==> config.mk <==
export PLATFORM = sky130hd
export DESIGN_NAME = serial_byte_deser
export DESIGN_NICKNAME = d
export VERILOG_FILES = /design/src/rtl/serial_byte_deser_pkg.sv /design/src/rtl/serial_byte_deser_byte_buf2.sv /design/src/rtl/serial_byte_deser.sv
export SDC_FILE = /design/constraint.sdc
export NUM_CORES = 1
export LEC_CHECK = 0
export ABC_AREA = 1
export ABC_CLOCK_PERIOD_IN_PS = 2029
export CAP_MARGIN = 20
export CELL_PAD_IN_SITES_DETAIL_PLACEMENT = 0
export CELL_PAD_IN_SITES_GLOBAL_PLACEMENT = 1
export CORE_UTILIZATION = 39
export CTS_BUF_LIST = sky130_fd_sc_hd__clkbuf_4 sky130_fd_sc_hd__clkbuf_8
export DETAILED_ROUTE_END_ITERATION = 10
export PLACE_DENSITY_LB_ADDON = 0.1
export SYNTH_ARGS = -nofsm -noshare
export SYNTH_HDL_FRONTEND = slang
export SYNTH_HIERARCHICAL = 1
export SYNTH_SLANG_ARGS = --single-unit
==> constraint.sdc <==
create_clock -name clk -period 2.03 [get_ports clk]
set_clock_uncertainty 0.2 [all_clocks]
set_input_delay 0.203 -clock clk [delete_from_list [all_inputs] [get_ports clk]]
set_output_delay 0.203 -clock clk [all_outputs]
set_load 0.02 [all_outputs]
==> src/rtl/serial_byte_deser_pkg.sv <==
// Shared definitions for the serial byte deserializer: FSM encodings and default width.
package serial_byte_deser_pkg;

    localparam int unsigned DEFAULT_WIDTH = 8;

    typedef enum logic {
        S_IDLE  = 1'b0,
        S_SHIFT = 1'b1
    } deser_state_t;

endpackage

==> src/rtl/serial_byte_deser_byte_buf2.sv <==
// byte_buf2: 2-entry FIFO holding completed words for the deserializer output.
// Ports:
//   clk, rst   clock and asynchronous active-high reset
//   i_push     write i_data (accepted when not full, or when full and popping)
//   i_data     word to write
//   i_pop      remove head entry (ignored when empty)
//   o_head     head entry; zero when empty
//   o_full     both entries occupied
//   o_empty    no entries occupied
module serial_byte_deser_byte_buf2 #(
    parameter int unsigned WIDTH = 8
) (
    input  logic             clk,
    input  logic             rst,
    input  logic             i_push,
    input  logic [WIDTH-1:0] i_data,
    input  logic             i_pop,
    output logic [WIDTH-1:0] o_head,
    output logic             o_full,
    output logic             o_empty
);

    // Entry 0 is always the head; vacated entries are zeroed so the head reads 0 when empty.
    logic [WIDTH-1:0] r_ent0;
    logic [WIDTH-1:0] r_ent1;
    logic             r_vld0;
    logic             r_vld1;

    logic             w_pop;
    logic             w_push;

    // A pop in the same cycle frees a slot, so a push into a full buffer still lands.
    assign w_pop  = i_pop & r_vld0;
    assign w_push = i_push & (~r_vld1 | w_pop);

    always_ff @(posedge clk or posedge rst) begin
        if (rst) begin
            r_ent0 <= '0;
            r_ent1 <= '0;
            r_vld0 <= 1'b0;
            r_vld1 <= 1'b0;
        end else begin
            case ({w_push, w_pop})
                2'b01: begin
                    r_ent0 <= r_ent1;
                    r_vld0 <= r_vld1;
                    r_ent1 <= '0;
                    r_vld1 <= 1'b0;
                end
                2'b10: begin
                    if (!r_vld0) begin
                        r_ent0 <= i_data;
                        r_vld0 <= 1'b1;
                    end else begin
                        r_ent1 <= i_data;
                        r_vld1 <= 1'b1;
                    end
                end
                2'b11: begin
                    // Head leaves; new word goes behind whatever remains.
                    if (r_vld1) begin
                        r_ent0 <= r_ent1;
                        r_ent1 <= i_data;
                    end else begin
                        r_ent0 <= i_data;
                    end
                end
                default: begin
                end
            endcase
        end
    end

    assign o_head  = r_ent0;
    assign o_full  = r_vld1;
    assign o_empty = ~r_vld0;

endmodule

==> src/rtl/serial_byte_deser.sv <==
// serial_byte_deser: collects a bit-serial stream into WIDTH-bit words, undoing the
// transmitter bit order, and hands them out through a 2-entry valid/ready buffer.
// Ports:
//   clk, rst    clock and asynchronous active-high reset
//   sin_valid   serial bit valid this cycle
//   sin_bit     serial data bit
//   sin_sof     first bit of a word (qualified by sin_valid)
//   out_valid   out_byte holds a complete word
//   out_ready   consumer accepts out_byte when out_valid && out_ready
//   out_byte    head word of the output buffer (0 when empty)
//   overrun     one-cycle pulse: completed word dropped because buffer full
//   resync      one-cycle pulse: sin_sof mid-word, partial word discarded
module serial_byte_deser
    import serial_byte_deser_pkg::*;
#(
    parameter int unsigned WIDTH     = DEFAULT_WIDTH,
    parameter bit          MSB_FIRST = 1'b1
) (
    input  logic             clk,
    input  logic             rst,
    input  logic             sin_valid,
    input  logic             sin_bit,
    input  logic             sin_sof,
    output logic             out_valid,
    input  logic             out_ready,
    output logic [WIDTH-1:0] out_byte,
    output logic             overrun,
    output logic             resync
);

    localparam int unsigned CNT_W = $clog2(WIDTH + 1);

    deser_state_t     r_state;
    deser_state_t     w_state_nx;
    logic [CNT_W-1:0] r_cnt;
    logic [CNT_W-1:0] w_cnt_nx;
    logic [WIDTH-1:0] r_shift;
    logic [WIDTH-1:0] w_shift_nx;
    logic             r_overrun;
    logic             r_resync;
    logic             w_overrun_nx;
    logic             w_resync_nx;

    logic [WIDTH-1:0] w_shifted;
    logic [WIDTH-1:0] w_fresh;
    logic             w_push;
    logic [WIDTH-1:0] w_word;
    logic             w_pop;
    logic             w_full;
    logic             w_empty;

    // MSB-first shifts left (first bit ends at the top); LSB-first shifts right.
    function automatic logic [WIDTH-1:0] shift_in(input logic [WIDTH-1:0] cur, input logic b);
        if (MSB_FIRST) begin
            shift_in = {cur[WIDTH-2:0], b};
        end else begin
            shift_in = {b, cur[WIDTH-1:1]};
        end
    endfunction

    assign w_shifted = shift_in(r_shift, sin_bit);
    assign w_fresh   = shift_in('0, sin_bit);
    assign w_pop     = out_valid & out_ready;

    // State, counter, shift register and pulse registers.
    always_ff @(posedge clk or posedge rst) begin
        if (rst) begin
            r_state   <= S_IDLE;
            r_cnt     <= '0;
            r_shift   <= '0;
            r_overrun <= 1'b0;
            r_resync  <= 1'b0;
        end else begin
            r_state   <= w_state_nx;
            r_cnt     <= w_cnt_nx;
            r_shift   <= w_shift_nx;
            r_overrun <= w_overrun_nx;
            r_resync  <= w_resync_nx;
        end
    end

    // Next-state and word assembly.
    always_comb begin
        w_state_nx  = r_state;
        w_cnt_nx    = r_cnt;
        w_shift_nx  = r_shift;
        w_push      = 1'b0;
        w_word      = '0;
        w_resync_nx = 1'b0;

        case (r_state)
            S_IDLE: begin
                if (sin_valid && sin_sof) begin
                    w_shift_nx = w_fresh;
                    w_cnt_nx   = CNT_W'(1);
                    w_state_nx = S_SHIFT;
                end
            end
            S_SHIFT: begin
                if (sin_valid) begin
                    if (sin_sof) begin
                        // Restart: this bit becomes bit 0 of a new word.
                        w_resync_nx = 1'b1;
                        w_shift_nx  = w_fresh;
                        w_cnt_nx    = CNT_W'(1);
                    end else if (r_cnt == CNT_W'(WIDTH - 1)) begin
                        w_push     = 1'b1;
                        w_word     = w_shifted;
                        w_shift_nx = '0;
                        w_cnt_nx   = '0;
                        w_state_nx = S_IDLE;
                    end else begin
                        w_shift_nx = w_shifted;
                        w_cnt_nx   = r_cnt + CNT_W'(1);
                    end
                end
            end
            default: begin
                w_state_nx = S_IDLE;
            end
        endcase

        w_overrun_nx = w_push & w_full & ~w_pop;
    end

    serial_byte_deser_byte_buf2 #(
        .WIDTH (WIDTH)
    ) u_buf (
        .clk     (clk),
        .rst     (rst),
        .i_push  (w_push),
        .i_data  (w_word),
        .i_pop   (w_pop),
        .o_head  (out_byte),
        .o_full  (w_full),
        .o_empty (w_empty)
    );

    assign out_valid = ~w_empty;
    assign overrun   = r_overrun;
    assign resync    = r_resync;

endmodule
==> results of run 1 <==
power groups by stage:
stage	clock, W	combinational (W)	sequential [W]
5_1_grt	0.000645	0.000484	0.000731
4_1_cts	0.000624	0.000420	0.000726
3_3_place_gp	0	0.000391	0.000734
3_5_place_dp	0	0.000402	0.000738
2_1_floorplan	0	0.000230	0.000734
6_report	0.000609	0.000438	0.000726
cell families after synthesis:
family / after synthesis / synth area share [%]
DFF: 32 / 48.8
adders and majority gates: 5 / 3.81
buffers and inverters: 26 / 6.41
AOI/OAI and AO/OA: 13 / 5.11
and+or+nand+nor: 127 / 35.8
cell usage in the layout (no fill, tap or decap), drive strengths merged, types with 2 or more instances in the layout:
cell type      count
inv               24
clkdlybuf4s50     16
o21ai              2
dfrtp             32
nand2             77
clkbuf             5
ha                 5
nand3             22
nor2              18
o22ai              6
a21oi              5
nand4              9
buf               22
path summary, 6_finish.rpt:
path,from,to,slack (ps),cells after the start
worst max-delay path,u_buf/r_vld0,u_buf/r_ent1[4],100,11
worst min-delay path,rst,u_buf/r_ent1[2],70,3
worst max register to register,u_buf/r_vld0,u_buf/r_ent1[4],100,11
worst min register to register,u_buf/r_ent1[6],u_buf/r_ent1[6],310,2
max in group asynchronous,rst,r_state,1160,2
min in group clk,u_buf/r_ent1[6],u_buf/r_ent1[6],310,2
timing repair:
action                                  4_1_cts  5_1_grt
endpoints found under the setup margin       16       16
pin swaps                                     1        5
resized for setup                             4        9
setup buffers                                 1        0
per-layer routing:
layer | vias up | global-route usage [%]
met4 | 0 | 9.04
li1 | 739 | -
met2 | 24 | 31.1
met3 | 6 | 4.62
met1 | 701 | 27.7
met5 | - | 0
sequential cells by signal, summed over array words and instances (netlist names):
name	count
overrun	1
r_cnt	4
r_shift	7
r_state	1
resync	1
u_buf/o_full	1
u_buf/o_head	8
u_buf/r_ent1	8
u_buf/r_vld0	1
layout make-up:
class / count / share of cell area [%]
Multi-Input combinational cell: 145 / 36.6
Sequential cell: 32 / 36.2
Timing Repair Buffer: 38 / 15.1
Inverter: 24 / 4.19
Clock buffer: 5 / 3.11
Tap cell: 50 / 2.83
Clock inverter: 3 / 1.93
worst register-to-register path, delay by kind of cell, from the launching register on:
family                   cells  cell delay (ps)
buffers and inverters        4              380
AO/OA/AOI/OAI                2              390
flip-flops                   1              400
AND/OR/NAND/NOR              4              300
adder cells (fa/ha/maj)      1              190
per-stage QoR:
step           TNS, ps  power, W  hold WS [ps]  worst slack (ps)
5_1_grt           -162   0.00186           110             -36.2
4_1_cts              0   0.00177          70.5              19.2
2_1_floorplan        0  0.000964          -108              6.44
6_report             0   0.00177          65.7              98.3
3_3_place_gp     -1700   0.00113           285              -121
3_5_place_dp     -3790   0.00114           276              -257
==> run metrics, run 1 <==
Worst EP arrival 1950 ps; via count 1470; Yosys reg bits 32; final hold vios 0; maximum vdd drop 0.544 mV; met2 WL post-DR 1860 um; cells after synthesis 203; Wirelength per Cell 13.3 um; clock slew at reported path FFs 80 ps; YS warnings 6; WS Path Type flop to flop; Psw 0.000544 W; Critical Path RT 2050 ps; # diodes 0; ys async rst share 100%; share of cells above drive strength 1 23.1%; hold buffers post-CTS 0; DR top layer met4; grt ovf 0; number of global-route vias before repair 1451; M1 WL 1910 um; final setup vio count 0; Max-Cap Viols 0; Crit-path slowest cell dfrtp_1; Int Power 0.00123 W; Post-synth top cells nand2_1 (69), dfrtp_1 (32), inv_1 (19), nand3_1 (19), nor2_1 (15); Longest Clk Path Bufs 2; nets 257; Worst-Skew Late Latency 290 ps; CTS Buf Count 5; fin area 2210 um^2; Die Y 66.9 um; synth unique cells 23; Clock Sinks 32; critical path's top delay family flip-flops; Synth area leader dfrtp_1; initial antenna violation count 0; Post-Syn Area 1640 um^2; Sequential Area 801 um^2; sw frac 30.7%; Non-Filler Instances 297; Die Area 4470 um^2; Final min period 1930 ps; post-layout util 54.8%; crit-path max cell delay 400 ps; Max Slew Vio Count 0; fin crit share 95.2%; initial DRC count 103; metal3 WL 129 um; htree depth 2; share of the synthesized area in the top cell type 48.8%; sequential share of power 40.9%; drc violations 0; static leakage 1.12 nW; combinational group share of total power 24.7%; Relative slew margins 62.3%; status finished, final reports clean; Worst setup SP type flop; count leader, synth nand2_1; multi-input logic area 810 um^2; Worst-Margin Slew 565 ps; prevailing post-synth register cell dfrtp_1; Fillers 389; first-pass GRT wire length 6640 um; syn_area_per_cell 8.08 um^2; Max Clock Freq 0.518 GHz; port bufs 16; Final GP Congestion 0.786; # rows 23; Area after DPL 2020 um^2; maximum net fanout on the critical path 6; Overall Global Routing Usage 20.5%; synth top area cells dfrtp_1 (49%), nand2_1 (16%), nand3_1 (5.8%), inv_1 (4.3%), ha_1 (3.8%); Initial Util 40.7%; Power Density 803 nW/um^2; dpl cells 288; HP Class input port to asynchronous set/reset pin; Post-synth EDFFs 0; Clk Tree Root Cell clkbuf_8; Area Growth Syn to Fin 34.7%; drt pass-1 iters 4; CP cell instances inv_2 -> nor2_2 -> nand2_1 -> inv_1 -> o21ai_2 -> inv_2 -> ha_4 -> a21oi_4 -> buf_6 -> nand4_1 -> nand2_1; unrepaired setup endpoints after global routing true; largest net degree at the start of global routing 19; ANT nets after route 0; CP Capture Type flop; synthesized net count 214; # IOs 17; Clock power frac 34.4%; Seq/Total Area, Yosys 48.8%; DR vias/cell 4.95; core area 4030 um^2; DIE WIDTH 66.9 um; final wirelength 3950 um; CTS tree built; CP Buf/Inv Count 4; dpl hpwl 2980 um
(Power assumes the default switching activity.)
==> run 2: changes to the inputs <==
Settings changed: SETUP_SLACK_MARGIN set to 0.5.
==> run 2 against run 1 <==
Against the previous run:
- via count up 0.41%
- global-route usage down 0.80 points
- cell count up 0.34%
- final area up 2.0%
- combinational power up 1%
- first-iteration DRC count down 17%
- wire length down 4.7%
==> run metrics, run 2 (synthesis gave the netlist of run 1 again) <==
commonest non-fill, non-tap cell in the layout nand2_1; Max Clock Freq 0.532 GHz; hold buffers post-CTS 0; status finished, final reports clean; Critical Path RT 2000 ps; total power 0.00168 W; multi-input logic area 881 um^2; Sequential Area 801 um^2; Max Slew Vio Count 0; fin crit share 92.6%; maximum vdd drop 0.439 mV; maximum net fanout on the critical path 4; unrepaired setup endpoints after global routing true; number of global-route vias before repair 1449; DIE WIDTH 66.9 um; htree depth 2; via count 1476; DR vias/cell 4.95; drt pass-1 iters 4; Clk Tree Root Cell clkbuf_8; clock slew at reported path FFs 70 ps; CTS tree built; Final min period 1880 ps; # rows 23; core area 4030 um^2; Max-Cap Viols 0; Final GP Congestion 0.856; final wirelength 3760 um; Power Density 744 nW/um^2; Longest Clk Path Bufs 2; HP Class input port to asynchronous set/reset pin; met2 GRT Util 30.7%; Reg2Reg Depth 11; CP Capture Type flop; Wirelength per Cell 12.6 um; final setup vio count 0; Die Area 4470 um^2; Die Y 66.9 um; final hold vios 0; Clock Sinks 32; static leakage 1.20 nW; # diodes 0; WS Path Type flop to flop; Worst setup SP type flop; port bufs 16; GR Util met1 26.5%; nets 258; Initial Util 40.7%; Fillers 386; Worst-Skew Late Latency 280 ps; ANT nets after route 0; initial antenna violation count 0; Worst-Margin Slew 540 ps; Relative slew margins 64.0%; Worst EP arrival 1850 ps; CTS Buf Count 5; drc violations 0; post-layout util 55.9%; initial DRC count 85; dpl hpwl 2670 um; share of cells above drive strength 1 28.2%; met3 Use GR 4.62%; first-pass GRT wire length 6470 um; Most Used Layer, Global Route met2; most frequent cells in the layout nand2_1 (63), dfrtp_1 (32), buf_4 (19); Overall Global Routing Usage 19.7%; largest net degree at the start of global routing 19; Area Growth Syn to Fin 37.4%; # IOs 17; grt ovf 0
-- run 2: changes by cell type in the layout (fill, tap and decap cells not counted), moves of 3 or more --
cell             delta
nand3_2             +3
dlygate4sd2_1      +10
nand2_1             -6
nand2_2             +4
nand3_1             -3
clkdlybuf4s50_1    -11
-- run 2: layout make-up --
cell class / instances / area share (%)
Clock buffer: 6 / 3.66
Sequential cell: 32 / 35.5
Multi-Input combinational cell: 146 / 39.1
Tap cell: 50 / 2.78
Inverter: 24 / 4.33
Timing Repair Buffer: 38 / 14.2
Clock inverter: 2 / 0.444
-- run 2: metrics by stage --
| stage | cells | setup TNS (ps) | setup slack (ps) | hold slack, ps | instance area (um^2) |
|---|---|---|---|---|---|
| after global placement | 283 | -64.4 | -16.1 | 273 | 2030 |
| after detailed placement | 283 | -864 | -67.4 | 279 | 2030 |
| final | 298 | 0 | 151 | 62.8 | 2250 |
| after global routing | 298 | 0 | 26.9 | 116 | 2250 |
| after CTS | 296 | 0 | 174 | 76.2 | 2190 |
| after floorplan | 203 | 0 | 108 | -108 | 1700 |
-- run 2: worst max-delay path: stages, from the launching register on --
cell and delay [ps]:
dfrtp_1 410, inv_2 80, nor2_2 50, nand2_2 60
inv_2 50, o21ai_4 150, inv_2 90, ha_4 210
buf_4 150, buf_6 110, nor3_2 160, a21oi_1 60
-- run 2: power breakdown --
group / leakage [nW] / switching (W) / total, W / internal [W]
combinational: 0.715 / 0.000261 / 0.000444 / 0.000183
sequential: 0.431 / 0.0000473 / 0.000728 / 0.000681
clock: 0.0510 / 0.000235 / 0.000505 / 0.000270
total: 1.20 / 0.000543 / 0.00168 / 0.00113
-- run 2: worst paths after layout --
| path | start | end | slack (ps) |
|---|---|---|---|
| min reg2reg | r_shift[0] | r_shift[0] | 290 |
| max in group asynchronous | rst | r_cnt[1] | 1180 |
| max | u_buf/r_vld0 | u_buf/r_vld0 | 150 |
| min in group clk | r_shift[0] | r_shift[0] | 290 |
| max reg2reg | u_buf/r_vld0 | u_buf/r_vld0 | 150 |
| min | rst | u_buf/r_ent1[2] | 60 |
-- run 2: repair_timing --
item	4_1_cts	5_1_grt
buffers inserted	4	2
cloned	1	0
setup endpoints to repair	29	18
pin swaps	4	14
gates resized for setup	23	13
-- run 2: routing by layer --
metal | up-vias | wire [um] | part of all wire [%]
met5 | - | 0 | 0
met4 | 0 | 54 | 1.4
met3 | 6 | 110 | 2.9
met2 | 23 | 1830 | 49
met1 | 710 | 1770 | 47
li1 | 737 | - | -
==> run 3: changes to the inputs <==
==> constraint.sdc (replaced) <==
create_clock -name clk -period 2.03 [get_ports clk]
set_clock_uncertainty 0.2 [all_clocks]
set_input_delay 0.3045 -clock clk [delete_from_list [all_inputs] [get_ports clk]]
set_output_delay 0.3045 -clock clk [all_outputs]
set_load 0.02 [all_outputs]
==> run 3 against run 2 <==
Against the previous run:
- clock-buffer cell count up 2
- first-iteration DRC count down 27%
- utilization decreased by 1.5 points
- sequential cell count stayed put
- combinational power down 4%
- setup slack improved by 22 ps
- critical path depth unchanged
- non-clock buffer count is 1 lower
- fmax is 1.2% higher
- clock power grew 5.0%
- hold slack improved by 100 ps
- die area is the same
==> run metrics, run 3 (synthesis gave the netlist of run 1 again) <==
status finished, final reports clean; WS Path Type flop to flop; Final GP Congestion 0.856; Relative slew margins 63.5%; post-layout util 54.5%; largest net degree at the start of global routing 19; # rows 23; flop-to-flop setup slack 170 ps; DR vias/cell 4.92; first-pass GRT wire length 6390 um; Power Density 767 nW/um^2; reg-to-reg startpoint u_buf/r_vld0; Die Area 4470 um^2; dpl hpwl 2690 um; Crit-path slowest cell dfrtp_1; Worst setup SP type flop; maximum vdd drop 0.547 mV; share of cells above drive strength 1 25.2%; ANT nets after route 0; initial DRC count 62; Clk Tree Root Cell clkbuf_8; crit-path max cell delay 410 ps; final wirelength 3650 um; multi-input logic area 826 um^2; Wirelength per Cell 12.3 um; htree depth 2; static leakage 1.15 nW; Longest Clk Path Bufs 2; Max Clock Freq 0.538 GHz; Fillers 399; hold_ws 163 ps; total power 0.00168 W; Max-Cap Viols 0; CP Buf/Inv Count 4; unrepaired setup endpoints after global routing true; most frequent cells in the layout nand2_1 (69), dfrtp_1 (32), buf_4 (18); Overall Global Routing Usage 19.8%; critical path's top delay family flip-flops; worst r2r dst u_buf/r_ent1[6]; clock slew at reported path FFs 70 ps; drc violations 0; # diodes 0; HP Class input port to asynchronous set/reset pin; Max Slew Vio Count 0; Sequential Area 801 um^2; Worst-Margin Slew 547 ps; grt ovf 0; Area Growth Syn to Fin 33.8%; commonest non-fill, non-tap cell in the layout nand2_1; Worst EP arrival 1880 ps; CTS tree built; Die Y 66.9 um; Critical Path RT 2050 ps; DIE WIDTH 66.9 um; port bufs 16; maximum net fanout on the critical path 8; CP Capture Type flop; number of global-route vias before repair 1438; Setup TNS Final 0 ps; drt pass-1 iters 4; via count 1456; fin crit share 91.5%; Worst-Skew Late Latency 280 ps; dpl cells 283; final setup vio count 0; nets 256; Non-Filler Instances 296; CTS Buf Count 5; core area 4030 um^2; # IOs 17; cell repeated most along the worst path inv_2; CP cell instances inv_2 -> nor2_2 -> nand2_1 -> inv_2 -> o21ai_4 -> inv_2 -> ha_4 -> a21oi_4 -> buf_6 -> nand4_1 -> nand2_1; Clock Sinks 32; initial antenna violation count 0; Initial Util 40.7%; Reg2Reg Depth 11; Final min period 1860 ps; final hold vios 0
[run 3: changes by cell type in the layout (fill, tap and decap cells not counted), sizes merged]
cell and delta:
clkbuf +3, clkdlybuf4s50 -2, buf -2, dlygate4sd2 -1, nand2 -1, clkinv -2
clkdlybuf4s15 +3
[run 3: worst max path at each step]
stage / cells past startpoint / slack [ps] / endpoint / startpoint
after CTS: 12 / 180 / u_buf/o_head[5] / r_cnt[0]
after detailed placement: 12 / -170 / u_buf/r_ent1[6] / out_ready
after global routing: 12 / 30 / u_buf/o_head[2] / r_cnt[0]
final: 11 / 170 / u_buf/r_ent1[6] / u_buf/r_vld0
after floorplan: 12 / 110 / u_buf/o_head[0] / r_cnt[0]
after global placement: 14 / -120 / u_buf/o_head[7] / out_ready
[run 3: repair_timing]
| item | CTS | global route |
|---|---|---|
| pin swaps | 5 | 0 |
| gates cloned | 0 | 0 |
| setup buffers | 4 | 1 |
| hold buffers | 0 | 0 |
| endpoints found under the hold margin | 0 | 0 |
| endpoints found under the setup margin | 29 | 22 |
| gates resized for setup | 22 | 8 |
[run 3: final cells by class]
cell class | count | area share, %
clock buffer | 8 | 4.45
inverter | 24 | 4.33
sequential | 32 | 36.5
timing repair buffer | 37 | 14.3
tap | 50 | 2.85
multi-input combinational | 145 | 37.6
[run 3: per-stage QoR]
stage               cell area (um^2)  setup WS (ps)
CTS                             2180            183
floorplan                       1700            108
finish                          2190            172
global placement                2030           -118
global route                    2190           31.8
detailed placement              2030           -171
[run 3: power breakdown]
group / internal [W] / switching, W
combinational: 0.000174 / 0.000253
sequential: 0.000681 / 0.0000466
clock: 0.000303 / 0.000227
[run 3: per-layer routing]
metal,vias to the layer above,routed length [um],global-route usage [%]
li1,734,-,-
met1,690,1720,24.7
met2,24,1750,31.4
met3,8,103,5.14
met4,0,74,9.57
met5,-,0,0
[run 3: tightest hold or removal path, stage by stage]
cell             delay [ps]
clkdlybuf4s50_1         420
inv_1                    60
buf_4                   250
